==> src/rtl/mul_issue.sv <==
// Issue/sequencing stage in front of the multi-cycle integer multiplier core.
// Captures a request, starts the core, waits for done (or times out) and buffers the response.
`timescale 1ns/1ps
module mul_issue #(
  parameter int TIMEOUT = 40,
  parameter int TW      = 6
) (
  input  logic        i_clk,
  input  logic        i_rst_n,
  input  logic        i_valid,
  output logic        o_ready,
  input  logic [31:0] i_rs1,
  input  logic [31:0] i_rs2,
  input  logic [4:0]  i_rd,
  input  logic        i_flush,
  output logic        o_mul_valid,
  output logic [31:0] o_mul_a,
  output logic [31:0] o_mul_b,
  input  logic        i_mul_valid,
  input  logic [31:0] i_mul_result,
  output logic        o_valid,
  input  logic        i_ready,
  output logic [31:0] o_result,
  output logic [4:0]  o_rd,
  output logic        o_err,
  output logic        o_busy
);

  typedef enum logic [2:0] {
    S_IDLE  = 3'd0,
    S_START = 3'd1,
    S_WAIT  = 3'd2,
    S_DRAIN = 3'd3,
    S_RESP  = 3'd4
  } state_t;

  localparam logic [TW-1:0] TMAX = TW'(TIMEOUT - 1);

  state_t        state;
  state_t        state_nxt;
  logic [31:0]   a_q;
  logic [31:0]   b_q;
  logic [31:0]   res_q;
  logic [4:0]    rd_q;
  logic          err_q;
  logic [TW-1:0] timer;
  logic          accept;
  logic          zero_op;
  logic          tmo;

  assign accept  = i_valid & (state == S_IDLE) & ~i_flush;
  assign zero_op = (i_rs1 == 32'd0) | (i_rs2 == 32'd0);
  assign tmo     = (timer == TMAX);

  always_ff @(posedge i_clk or negedge i_rst_n) begin
    if (!i_rst_n) state <= S_IDLE;
    else          state <= state_nxt;
  end

  always_comb begin
    state_nxt = state;
    case (state)
      S_IDLE:  if (accept) state_nxt = zero_op ? S_RESP : S_START;
      S_START: state_nxt = i_flush ? S_DRAIN : S_WAIT;
      // Flush overrides done and timeout; the core still has to be drained.
      S_WAIT: begin
        if (i_flush)                state_nxt = S_DRAIN;
        else if (i_mul_valid | tmo) state_nxt = S_RESP;
      end
      S_DRAIN: if (i_mul_valid | tmo) state_nxt = S_IDLE;
      S_RESP:  if (i_flush | i_ready) state_nxt = S_IDLE;
      default: state_nxt = S_IDLE;
    endcase
  end

  always_comb begin
    o_ready     = (state == S_IDLE);
    o_busy      = (state != S_IDLE);
    o_mul_valid = (state == S_START);
    o_valid     = (state == S_RESP);
  end

  assign o_mul_a  = a_q;
  assign o_mul_b  = b_q;
  assign o_result = res_q;
  assign o_rd     = rd_q;
  assign o_err    = err_q;

  always_ff @(posedge i_clk or negedge i_rst_n) begin
    if (!i_rst_n) begin
      a_q   <= 32'd0;
      b_q   <= 32'd0;
      rd_q  <= 5'd0;
      res_q <= 32'd0;
      err_q <= 1'b0;
      timer <= '0;
    end else begin
      if (accept) begin
        a_q  <= i_rs1;
        b_q  <= i_rs2;
        rd_q <= i_rd;
        if (zero_op) begin
          res_q <= 32'd0;
          err_q <= 1'b0;
        end
      end
      case (state)
        S_START: timer <= '0;
        S_WAIT, S_DRAIN: timer <= timer + 1'b1;
        default: timer <= timer;
      endcase
      // Done wins over timeout when both land in the same cycle.
      if (state == S_WAIT && !i_flush) begin
        if (i_mul_valid) begin
          res_q <= i_mul_result;
          err_q <= 1'b0;
        end else if (tmo) begin
          res_q <= 32'd0;
          err_q <= 1'b1;
        end
      end
    end
  end

endmodule

==> config.mk <==
export PLATFORM = sky130hd
export DESIGN_NAME = mul_issue
export DESIGN_NICKNAME = d
export VERILOG_FILES = /design/src/rtl/mul_issue.sv
export SDC_FILE = /design/constraint.sdc
export NUM_CORES = 1
export LEC_CHECK = 0
export BUFFER_PORTS_ARGS = -buffer_cell sky130_fd_sc_hd__buf_4
export CORE_AREA = 4 4 101 103
export CTS_BUF_LIST = sky130_fd_sc_hd__clkbuf_4
export CTS_CLUSTER_SIZE = 28
export DETAILED_ROUTE_END_ITERATION = 8
export DIE_AREA = 0 0 105 107
export GPL_ROUTABILITY_DRIVEN = 0
export PLACE_DENSITY = 0.89
export REMOVE_ABC_BUFFERS = 1
export SYNTH_ARGS = -nofsm -noshare
export SYNTH_HDL_FRONTEND = slang
export SYNTH_SLANG_ARGS = --single-unit
==> constraint.sdc <==
create_clock -name i_clk -period 2.1 [get_ports i_clk]
set_input_delay 0.42 -clock i_clk [delete_from_list [all_inputs] [get_ports i_clk]]
set_output_delay 0.42 -clock i_clk [all_outputs]
set_load 0.03 [all_outputs]
# Yosys cells after proc, flatten, opt, wreduce, memory -nomap -nowiden
# Cells that the tools add are included.
# totals
out_inout_bits	106
reg_bits	111
word_cells	51
inputBits	107
# classes
n_eq_ne	9
n_mux	19
add_sub_neg	1
n_reduce_logical	9
n_bitwise	6
# ops
op	count
2-to-1 mux 32 bit	5
logical NOT 32 bit	2
2-to-1 mux 3 bit	6
one-hot mux 3 bit (5 select lines)	1
one-hot mux 6 bit (2 select lines)	1
adder 6 x 1 -> 6 bit (second input constant)	1
equality test 3 x 2 -> 1 bit (second input constant)	2
equality test 6 bit (second input constant)	1
2-to-1 mux 1 bit	6
!= test 2 x 1 -> 1 bit (second input constant)	2
AND reduction 4 bit	1
equality test 3 x 1 -> 1 bit (second input constant)	1
equality test 3 bit (second input constant)	1
logical NOT 3 bit	1
!= test 3 bit (second input constant)	1
bitwise OR 1 bit	3
nonzero test 3 bit	1
bitwise AND 1 bit	2
!= test 2 bit (second input constant)	1
nonzero test 2 bit	1
OR reduction 2 bit	1
logical AND 1 bit	1
logical NOT 1 bit	1
inverter 1 bit	1

# Logic depth before layout (Yosys ltp)
# Gate-level depths: netlist of run 1.
# depth
word_depth	7
depth_mapped	8
depth_no_buf	6

# Least setup slack after synthesis of run 1
# Ideal clock, no wire load.
# synth_path
kind	register to register
from	register state[2]
to	register res_q[22] (netlist: o_result[22])
path_stages_with_launch	9
synth_period_minus_slack_ns	1.887
required_time_ns	1.979
setup_time_ns	0.121
n_path_buf	2
path_slack_ns	0.213
arrival_ns	1.766
path_cell_list	dfrtp_1 > buf_2 > or3_4 > inv_2 > nand3_4 > inv_2 > a21oi_2 > buf_6 > a22o_1
# synth_via
elab_chain_len	7
elab_cells_between_ends	9
cone_classes	eq/ne (1); mux (4); bitwise (2); reduce/logical (2)
# synth_lines
item	line	text
start, declared	39	state_t state;
start signal, assigned	57	else state <= state_nxt;
logical NOT 3 bit (*)	-	
via o_ready	11	output logic o_ready,
bitwise AND 1 bit (*) (2 in series)	51	assign accept = i_valid & (state == S_IDLE) & ~i_flush;
2-to-1 mux 32 bit (*)	98	if (accept) begin
2-to-1 mux 32 bit	117	end else if (tmo) begin
2-to-1 mux 32 bit	114	if (i_mul_valid) begin
2-to-1 mux 32 bit (*)	113	if (state == S_WAIT && !i_flush) begin
end signal, assigned	115	res_q <= i_mul_result;
end, declared	43	logic [31:0] res_q;
# The timed path passes the listed nets; every way through them passes the cells marked *.
# A chain may end at the register's enable or synchronous reset.

# Worst setup path after layout of run 1
# layout_path
from	register state[0]
to	output o_ready
# layout_via
elab_chain_len	1
# layout_lines
item	line	text
logical NOT 3 bit	77	o_ready = (state == S_IDLE);
end, declared	11	
# Every way passes these cells.

==> results.md, run 1 <==
- For the worst setup path, the data arrival time is 1.53 ns.
- After detailed routing, the total wire length is 12670 µm.
- Entering global routing, the biggest net connects 112 pins.
- The number of global-route vias before repair is between 4000 and 5000.
- Of the total power, the share spent switching nets is 46.11%.
- The layout net count is 767.
- The number of vias per cell is ~5.2.
- The routed length per placed instance is around 16 µm.
- The leakage power total is 3.430 nW.
- The die is between 100 and 150 µm tall.
- The required time of the worst setup path is around 1.7 ns.
- The Yosys warning count is 0.
- Across all hold checks on the routed design, the worst slack comes to -0.009253 ns.
- The number of antenna diodes in the final layout is 0.
- The run finished, with violations left.
- On the final layout, the worst clock skew is roughly 0.017 ns.
- The worst-path maximum fanout is 7.
- After synthesis, the netlist uses 29 different library cells.
- The final reports fail on hold timing.
- The share of the clock period used by the worst path is 92.72%.
- The H-tree level count is 3.
- The synthesized area divided by synthesized cell count is 9.789 µm².
- Broken down by cell family, the worst path's largest delay share belongs to flip-flops.
- In this run the core area contains 35 standard-cell rows.
- The combinational power share is between 50% and 60%.
- The min-delay analysis places its worst path in the category in2async.
- Port buffering added between 200 and 250 buffers.
- The initial DRC count is just under 200.
- Cells with a size suffix above 1 make up approximately 37% of the layout.
- The final hold violation count is 6.
- Cell internal power was estimated by the tool at ~5.3 mW.
- The first global-routing pass estimated a little over 20000 µm of wire.
- The total CTS buffers is 9.
- In this run, post-CTS repair resized a total of 0 instances.
- The initial core utilization is 47.80%.
- The number of hold buffers added after CTS was 0.
- The longest clock path from root to sink contains 2 buffers.
- In the final timing run, aggregate negative setup slack is 0 ns.
- The kind of launch point of the worst setup path is a flop.
- The via count is about 4000.
- Across the VDD grid, the largest voltage drop is between 800 and 900 µV.
- Headroom to the max-slew limit came out at between 50% and 60%.
- The clock net in this run drives a total of 111 sinks.
- Pin placement for this block handled 213 I/O pins.
- In this run the standard cell core region covers slightly above 9000 µm².
- The detailed-route DRC error count is 0.
- On the worst path, the slowest cell contributes a delay of about 0.47 ns.
- TritonCTS built the clock tree.
- The tool flagged a number of max-cap violations equal to 0.
- The layout-stage area growth over the synthesis result is 42.24%.
- The clock network burns about a tenth of the power.
- The post-CTS clock slew at the launch and capture registers of the worst setup and hold paths is between 0.15 and 0.2 ns.
- For this design the total switching power over the nets is about 4.5 mW.
- The overall global routing resource usage is 22.66%.
- Synthesis produced a netlist whose cell count is about 450.
- At the pin with the least slew margin, the transition time is just over 0.6 ns.
- The initial antenna violation count is 0.
- The category of the critical setup timing path is reg2out.
- The post-route minimum period is 1.947 ns.
- Once detailed placement completed, the half-perimeter wirelength came to 9556 µm.
- Yosys mapped a number of flops with a built-in enable equal to 0.
- The total of fill cells in the finished design is a little over 700.
- Measured along the x axis, the die boundary spans 105 µm.
- Setup repair after global routing left no endpoint under its margin.
- STA classifies the critical path endpoint as an output pin.
- The count of nets left with antenna violations once routing finished came out at 0.
- The total count of max-transition violations in the final report is 0.
- Once the clock tree was built, the setup fixing pass inserted 0 buffers.
- Traced cell by cell, the critical path runs through or3_4, inv_2, buf_4.
- Registers are responsible for around 38% of the overall power.
- Among all flip-flop cells after synthesis, the most frequent one is dfrtp_1.
- Clock latency on the worst-skew pair, taken at its later pin, is roughly 0.45 ns.
- On the critical path, the stage with the largest delay is an instance of dfrtp_1.
- The total global routing overflow is 0.
- The number of buffers and inverters on the critical path is 2.
- In this run, synthesis produced a sequential element count of between 100 and 150.
- The die outline area is between 10000 and 15000 µm².
- The synthesized area is 4395 µm².
- Dividing total power by cell area gives a power density of 1567 nW/µm².
- Of all flip-flops after synthesis, the portion carrying an async set or reset was 100.0%.
- The highest attainable clock frequency is between 500 and 600 MHz.
- Setup violations remaining at the end of the flow were counted as 0.
- The number of iterations in the first detailed-routing pass is 4.
- The buffer type at the clock tree root is clkbuf_4.
- For this run, the register share of the synthesized area comes to a little over three fifths.
synth_stat cells, types with 2 or more instances:
cell        n  area [µm²]
buf_6       3       33.78
buf_2      11       55.05
inv_1       5       18.77
o21ai_0     7       35.03
a22o_1     32       280.3
nand3_1     2       10.01
nor4_1     16       100.1
nand4_1     5       31.28
clkbuf_1    8       30.03
inv_2       2       7.510
mux2i_1     2       20.02
dfrtp_1   111        2778
nor3_1      2       10.01
o22ai_1     2       12.51
nor2_1      9       33.78
nand2_1   215       807.0
a21oi_1     5       25.02
area by class of cell:
class,instances,area [µm²],share of cell area (%)
inverters,7,26.28,0.4203
well taps,111,138.9,2.221
clock buffers,10,75.07,1.201
repair buffers,221,1709,27.34
clock inverters,6,52.55,0.8405
flip-flops and latches,111,2778,44.43
multi-input cells,309,1473,23.55
state kept, by name (all words and copies together) (netlist names):
| register | count |
|---|---|
| o_err | 1 |
| o_mul_a | 32 |
| o_rd | 5 |
| o_result | 32 |
| state | 3 |
| o_mul_b | 32 |
| timer | 6 |
layer usage:
layer	wire, µm	global-route usage, %
met3	1033	6.803
met1	5203	28.67
met5	0	0
met4	234	6.748
met2	6200	37.76
worst paths after layout:
path	slack (ns)	startpoint	cells past startpoint	end
hold / removal	-0.009	i_rst_n	2	o_mul_b[22]
min in group i_clk	0.13	i_ready	2	state[2]
setup reg to reg	0.17	state[0]	7	o_result[4]
setup / recovery	0.15	state[0]	3	o_ready
hold reg to reg	0.50	o_mul_b[25]	2	o_mul_b[25]
max in group asynchronous	1.62	i_rst_n	2	o_mul_b[29]
power by group through the flow:
stage | clock [mW] | sequential [mW] | combinational [mW]
final | 1.00 | 3.67 | 5.12
after global routing | 1.13 | 3.80 | 5.46
after CTS | 1.05 | 3.67 | 5.17
after detailed placement | 0 | 3.71 | 5.16
after global placement | 0 | 3.68 | 5.02
after floorplan | 0 | 5.44 | 1.15
per-stage QoR:
stage | setup WS, ns | cells | utilization (%) | total power, mW | instance area [µm²]
after floorplan | -1.036 | 427 | - | 6.594 | 4277
after global placement | 0.06232 | 759 | 66.60 | 8.697 | 6125
after detailed placement | -0.08251 | 759 | 66.60 | 8.872 | 6125
after CTS | 0.1257 | 775 | 67.99 | 9.888 | 6252
after global routing | 0.04622 | 775 | 67.99 | 10.39 | 6252
final | 0.1528 | 775 | 67.99 | 9.797 | 6252
worst reg2reg max path, cell delays in order (launching register included):
cell	delay, ns
dfrtp_1	0.47
or3_4	0.36
inv_2	0.09
nand3_4	0.26
inv_2	0.19
a21oi_2	0.09
buf_12	0.18
a22o_1	0.21
cell families (layout without fill, tap and decap cells):
family	after synthesis	in the layout	share of synthesized area (%)
flip-flops	111	111	63.19
adder cells (fa/ha/maj)	1	1	0.2846
buffers and inverters	29	244	3.302
AND/OR/NAND/NOR	256	256	23.97
AO/OA/AOI/OAI	50	50	8.796
multiplexers	2	2	0.4555
layout by cell type (no fill, tap or decap), types with 2 or more instances in the layout:
master,instances
buf_4,217
nand2_1,215
dfrtp_1,111
a22o_1,32
nor4_1,16
clkbuf_4,10
nor2_1,9
o21ai_0,7
inv_1,5
nand4_1,5
a21oi_1,5
buf_12,4
inv_2,2
o22ai_1,2
nand3_1,2
nor3_1,2
mux2i_1,2
inv_8,2
clkinv_4,2
No activity file was read; power rests on OpenSTA's default activity.
==> run 2, diff against run 1 <==
==> constraint.sdc (replaced) <==
create_clock -name i_clk -period 2.1 [get_ports i_clk]
set_input_delay 0.525 -clock i_clk [delete_from_list [all_inputs] [get_ports i_clk]]
set_output_delay 0.525 -clock i_clk [all_outputs]
set_load 0.03 [all_outputs]
==> run 2 against run 1 <==
The run now ends clean; clock power fell by 7%; register-to-register slack better by 0.02 ns; clock skew is 0.0074 ns higher; sequential share of layout area about the same; final cell count rose by 0.26%; final area barely moved; global-route usage is 0.83 points lower; non-clock buffer count grew 1; largest cell class unchanged; largest power group unchanged; highest routed layer unchanged.
==> results.md, run 2 (synthesis gave the netlist of run 1 again) <==
- The post-CTS clock slew at the launch and capture registers of the worst setup and hold paths is between 0.15 and 0.2 ns.
- The largest single stage delay on the critical path is around 0.45 ns.
- The number of port buffers is approximately 210.
- The top cell types in the final layout, fill and taps aside, are buf_4 (218), nand2_1 (215), dfrtp_1 (110).
- The total CTS buffers is 9.
- The final hold violation count is 0.
- The combinational power share is between 50 and 60%.
- At the pin with the least slew margin, the transition time is 0.6345 ns.
- The share of the clock period used by the worst path is 96.63%.
- The type of destination of the critical path is an output pin.
- The clock network fraction of total power is around a tenth.
- The detailed-route DRC error count is 0.
- In this run the register-to-register setup slack is between 0.15 and 0.2 ns.
- The number of buffers and inverters on the critical path is 2.
- Based on the critical path, the design can be clocked at up to roughly 500 MHz.
- In this run the power density over the cells is about 1600 nW/µm².
- The worst hold path class is in2async.
- The worst-path maximum fanout is 2.
- The post-detailed-routing wire length is 12470 µm.
- The headroom to the max-slew limit is between 50 and 60%.
- For this design, the sink count on the clock tree is roughly 110.
- The area of all sequential standard cells is ~2800 µm².
- The layout net count is roughly 770.
- The H-tree level count is 3.
- Once detail routing completed, the nets flagged for antenna violations numbered 0.
- The routed length per placed instance is approximately 16 µm.
- Setup violations remaining at the end of the flow were counted as 0.
- For this run, the share of the core covered by cells in the final layout is about 68%.
- The most common cell after layout, fill and taps aside is buf_4.
- After the first detailed-routing iteration, the DRC count stood at slightly above 200.
- Walking the worst path, the cells encountered are or3_4, inv_2, buf_6.
- The initial antenna violation count is 1.
- The total global routing overflow is 0.
- The half-perimeter wire length after placement is ~9300 µm.
- The number of global-route vias before repair is 3899.
- Setup repair after global routing left no endpoint under its margin.
- Across the run, the number of max-cap violations was 0.
- The final worst clock skew is approximately 0.025 ns.
- The chip width is about 110 µm.
- Across the VDD grid, the largest voltage drop is around 750 µV.
- For the worst setup path, the data arrival time is ~1.5 ns.
- The slowest library cell on the worst path is dfrtp_2.
- Cell internal power was estimated by the tool at about 5.3 mW.
- The post-route minimum period is between 2 and 2.5 ns.
- The global-route wire length before repair is between 15000 and 20000 µm.
- Once the floorplan was initialized, standard cells occupied between 40% and 50% of the core.
- The floorplan has 35 rows.
- The count of hold buffers inserted by post-cts repair is 0.
- The die covers about 11000 µm².
- The number of vias per cell is around 5.2.
- TritonCTS built the clock tree.
- The post-route netlist has between 30% and 40% of its cells at a drive strength greater than 1.
- Sequential cells account for a little under two fifths of the total power.
- Global routing consumed, over all layers together, a little over a fifth of the routing resources.
- The power spent charging and discharging nets is between 4 and 5 mW.
- The multi-input combinational cells in the finished layout cover a total of about 1500 µm².
- The total count of max-transition violations in the final report is 0.
- The category of the critical setup timing path is reg2out.
- The die is 107 µm tall.
- The worst setup path is launched from a flop.
- The required time of the worst setup path is approximately 1.6 ns.
- The family with the most delay on the worst path is flip-flops.
- After filler insertion, the fill cell instance count of the layout stands at between 600 and 700.
- The longest clock path from root to sink contains 2 buffers.
- The analysis attributes to cell leakage a power of between 3 and 4 nW.
- The worst hold slack is ~0.078 ns.
- The run finished with clean final reports.
- The first detailed-routing pass ran for 7 iterations.
- At the later pin of the worst-skew pair, clock insertion delay measures between 0.4 and 0.5 ns.
- The core area is between 9000 and 10000 µm².
- The root buffer cell chosen for the clock tree is clkbuf_4.
- The count of boundary I/O pins is approximately 210.
- Entering global routing, the biggest net connects between 100 and 150 pins.
- The net switching fraction of the power is a little under half.
- The layout-stage area growth over the synthesis result is 42.19%.
- The detailed router placed approximately 4000 vias in this run.
## run 2: final timing paths
path                                   from  cells after the start           end
max in group asynchronous           i_rst_n                      2   o_mul_b[29]
worst min register to register  o_mul_b[31]                      2   o_mul_b[31]
worst min-delay path                i_rst_n                      2   o_mul_b[22]
worst max-delay path               state[2]                      3       o_ready
min in group i_clk                  i_ready                      2      state[2]
worst max register to register     state[2]                      7  o_result[11]
## run 2: what timing repair did
item | CTS | global route
setup buffers | 2 | 0
endpoints found under the setup margin | 2 | 2
endpoints found under the hold margin | 0 | 0
gates resized for setup | 1 | 2
## run 2: final cells by class
| class | count | share of cell area [%] |
|---|---|---|
| sequential | 111 | 44.46 |
| clock inverter | 7 | 0.8008 |
| timing repair buffer | 222 | 27.33 |
| tap | 111 | 2.222 |
| inverter | 7 | 0.4204 |
| clock buffer | 9 | 1.081 |
| antenna | 1 | 0.04004 |
| multi-input combinational | 309 | 23.64 |
## run 2: stage by stage
stage	setup slack, ns	TNS (ns)	power [mW]	cell area, µm²	cells
4_1_cts	0.03175	0	9.794	6238	776
6_report	0.07068	0	9.724	6250	777
5_1_grt	0.009972	0	10.30	6250	777
3_5_place_dp	-0.07289	-1.755	8.828	6105	758
2_1_floorplan	-1.036	-65.14	6.594	4277	427
3_3_place_gp	-0.02116	-0.6340	8.668	6105	758
## run 2: metal layers
layer,vias to the layer above,global-route usage [%],routed length [µm]
met3,21,7.104,1128
met4,0,7.498,215
met1,1894,27.52,5055
met2,215,35.56,6068
li1,1901,-,-
met5,-,0,0
## run 2: power by group through the flow
stage / Combinational (mW) / Sequential (mW) / Clock [mW]
3_3_place_gp: 4.98 / 3.69 / 0
5_1_grt: 5.45 / 3.79 / 1.06
4_1_cts: 5.15 / 3.68 / 0.971
3_5_place_dp: 5.10 / 3.72 / 0
2_1_floorplan: 1.15 / 5.44 / 0
6_report: 5.11 / 3.68 / 0.933
==> run 3, diff against run 2 <==
CORE_AREA = 4 4 107 109   (was 4 4 101 103)
DIE_AREA = 0 0 111 113   (was 0 0 105 107)
GPL_TIMING_DRIVEN = 0   (was unset)
PLACE_DENSITY = 0.84   (was 0.89)
clock period = 1.8 ns   (was 2.1 ns; I/O delays follow)
==> run 3 against run 2 <==
The run now ends with setup timing left; largest cell class unchanged; register-to-register slack worse by 0.29 ns; via count up 5.2%; highest routed layer unchanged; die area up 12%.
==> results.md, run 3 (synthesis gave the netlist of run 1 again) <==
- In this run the remaining antenna-violating nets after routing total 0.
- The layer flagged by global routing as most heavily used is met2.
- The signal arrival time at the worst endpoint is ~1.5 ns.
- Measured on the finished design, the core utilization comes to around two thirds.
- The met1 capacity usage during global routing is between 20% and 30%.
- Among cell families on the critical path, the largest total delay comes from flip-flops.
- The detailed-route DRC error count is 0.
- The core area is around 11000 µm².
- The total cell area at the placement stage is approximately 6000 µm².
- Setup violations remaining at the end of the flow were counted as 46.
- Power spread over the standard cell area amounts to ~1800 nW/µm².
- Clock-pin slew was measured on the worst setup and hold paths at around 0.18 ns.
- The post-route minimum period is a little under 2 ns.
- The H-tree generated during clock tree synthesis spans 3 levels.
- The worst-case vdd ir drop is approximately 900 µV.
- TritonCTS built the clock tree.
- The least setup slack across all paths after layout is -0.1518 ns.
- The number of global-route vias before repair is between 4000 and 5000.
- After the first detailed-routing iteration, the DRC count stood at approximately 250.
- The sum of internal, switching and leakage power is 12.42 mW.
- The total CTS buffers is 9.
- The worst reg2reg path endpoint is o_result[15].
- Entering global routing, the biggest net connects about 110 pins.
- The biggest cell delay along the critical path is approximately 0.45 ns.
- In the final design database the tool counted about 800 nets.
- The total of fill cells in the finished design is around 800.
- The die covers roughly 13000 µm².
- The count of boundary I/O pins is 213.
- The routed design has 15550 µm of wire.
- The initial antenna violation count was 0.
- Summing all non-filler instances in the final layout gives an area of 6994 µm².
- Across every metal layer, demand over resource in global routing totals a little under a quarter.
- Setup repair after global routing could not meet its margin everywhere.
- The most common cell after layout, fill and taps aside is buf_4.
- The half-perimeter wire length after placement is 8914 µm.
- The slew of the pin with the lowest slew margin is 0.5228 ns.
- The endpoint of the worst hold path is state[2].
- Hold timing on the final database bottoms out at a slack of between 0.1 and 0.15 ns.
- The highest attainable clock frequency is approximately 510 MHz.
- In this run the tightest slew margin relative to its limit is 65.11%.
- Dividing the detail-routed wire length by the instance count gives about 19 µm.
- For this design the static power due to leakage is between 3 and 4 nW.
- The first global-routing pass estimated 23270 µm of wire.
- The setup total negative slack is -3.037 ns.
- The number of core rows is 38.
- STA puts the critical path data required time at 1.35 ns.
- The number of iterations in the first detailed-routing pass is 4.
- The register-to-register setup slack is -0.10 ns.
- The via count is ~4200.
- The initial utilization of the core area, before any placement, comes to about two fifths.
- The flow ran to the end, but the final reports show violations.
- Max-cap violations in this run came to 0.
- The share of the clock period used by the worst path is 108.4%.
- In the global route stage, met2 resource usage came out at approximately 41%.
- Measured in cells, the most critical reg-to-reg path has a length of 9.
- The vertical die dimension is 113 µm.
- The layout-stage area growth over the synthesis result is 59.12%.
- The chip width is between 100 and 150 µm.
- The total count of max-transition violations in the final report came to 0.
- The type of destination of the critical path is an output pin.
- The clock sink total is roughly 110.
- The worst setup path is launched from a flop.
- The source of the worst hold timing path is i_ready.
- The buffer type at the clock tree root is clkbuf_4.
- The number of port buffers is roughly 210.
- In this run the critical register-to-register path is launched from state[2].
- The worst hold path passes through 2 cells.
- After global routing the overflow that remains totals 0.
- The insertion delay of the later-clocked pin in the worst-skew pair is around 0.45 ns.
- The maximum clock insertion buffer count is 2.
- The library cells used most frequently in the layout, excluding fill and tap cells, are buf_4 (216), nand2_1 (198), dfrtp_1 (108).
- The worst-path maximum fanout is 2.
- The critical path is of the reg2out type.
- The final reports fail on setup timing.
- In the final layout, the share of cells above drive strength 1 is 43.80%.
- The final worst clock skew is between 0.02 and 0.025 ns.
- The number of vias per cell is 5.086.
- The slowest stage of the critical path belongs to the cell dfrtp_2.
- The critical path goes through or3_4, clkinv_4, buf_6.
- The final hold violation count is 0.
- The multi-input logic area is 1733 µm².
- The buffering stage count on the worst path with inverters included is 2.
- Summing all flip-flop and latch instances after layout gives ~2800 µm².
- For met3 alone, demand over resource in global routing was 6.471%.
- 0 antenna diodes ended up in the layout.
- The worst hold path class is in2reg.
==> run 3: area by class of cell <==
cell class / count / share of cell area [%]
inverter: 7 / 0.6798
clock buffer: 9 / 0.9660
clock inverter: 7 / 1.485
tap: 140 / 2.504
timing repair inverter: 2 / 0.4651
multi-input combinational: 316 / 24.78
sequential: 111 / 39.77
timing repair buffer: 242 / 29.36
==> run 3: metal layers <==
layer  vias up  share of wire (%)  routed length, µm
met3        22                7.1               1108
met4         0                2.0                313
li1       1988                  -                  -
met2       187                 50               7806
met1      2045                 41               6323
met5         -                  0                  0
==> run 3: timing repair <==
item,in CTS,in global routing
gates resized for setup,35,46
hold buffers,0,1
endpoints found under the setup margin,108,103
setup buffers,21,7
hold endpoints to repair,0,8
pin swaps,8,27
gates cloned,10,3
==> run 3: worst register-to-register path: cells and delay by family (launching register included) <==
family	cells	cell delay, ns
DFF	1	0.45
buffers and inverters	5	0.52
AOI/OAI and AO/OA	2	0.34
and+or+nand+nor	2	0.48
==> run 3: stage by stage <==
step | instances | setup slack, ns
global route | 834 | -0.2322
detailed placement | 779 | -2.151
CTS | 826 | -0.1810
global placement | 779 | -2.043
finish | 834 | -0.1518
floorplan | 427 | -1.336
==> run 3: how the worst max path moves through the flow <==
stage / from / endpoint / slack (ns) / cells after the start
after floorplan: state[2] / o_result[0] / -1.34 / 6
after detailed placement: state[2] / o_result[10] / -2.15 / 6
after global placement: state[2] / o_result[7] / -2.04 / 6
final: state[2] / o_ready / -0.15 / 3
after CTS: state[1] / o_ready / -0.18 / 3
after global routing: state[2] / o_mul_valid / -0.23 / 4
==> run 3: report_power, final <==
part | switching, mW | internal (mW)
registers | 0.694 | 3.60
clock network | 0.838 | 0.581
logic | 4.10 | 2.61
total | 5.63 | 6.79
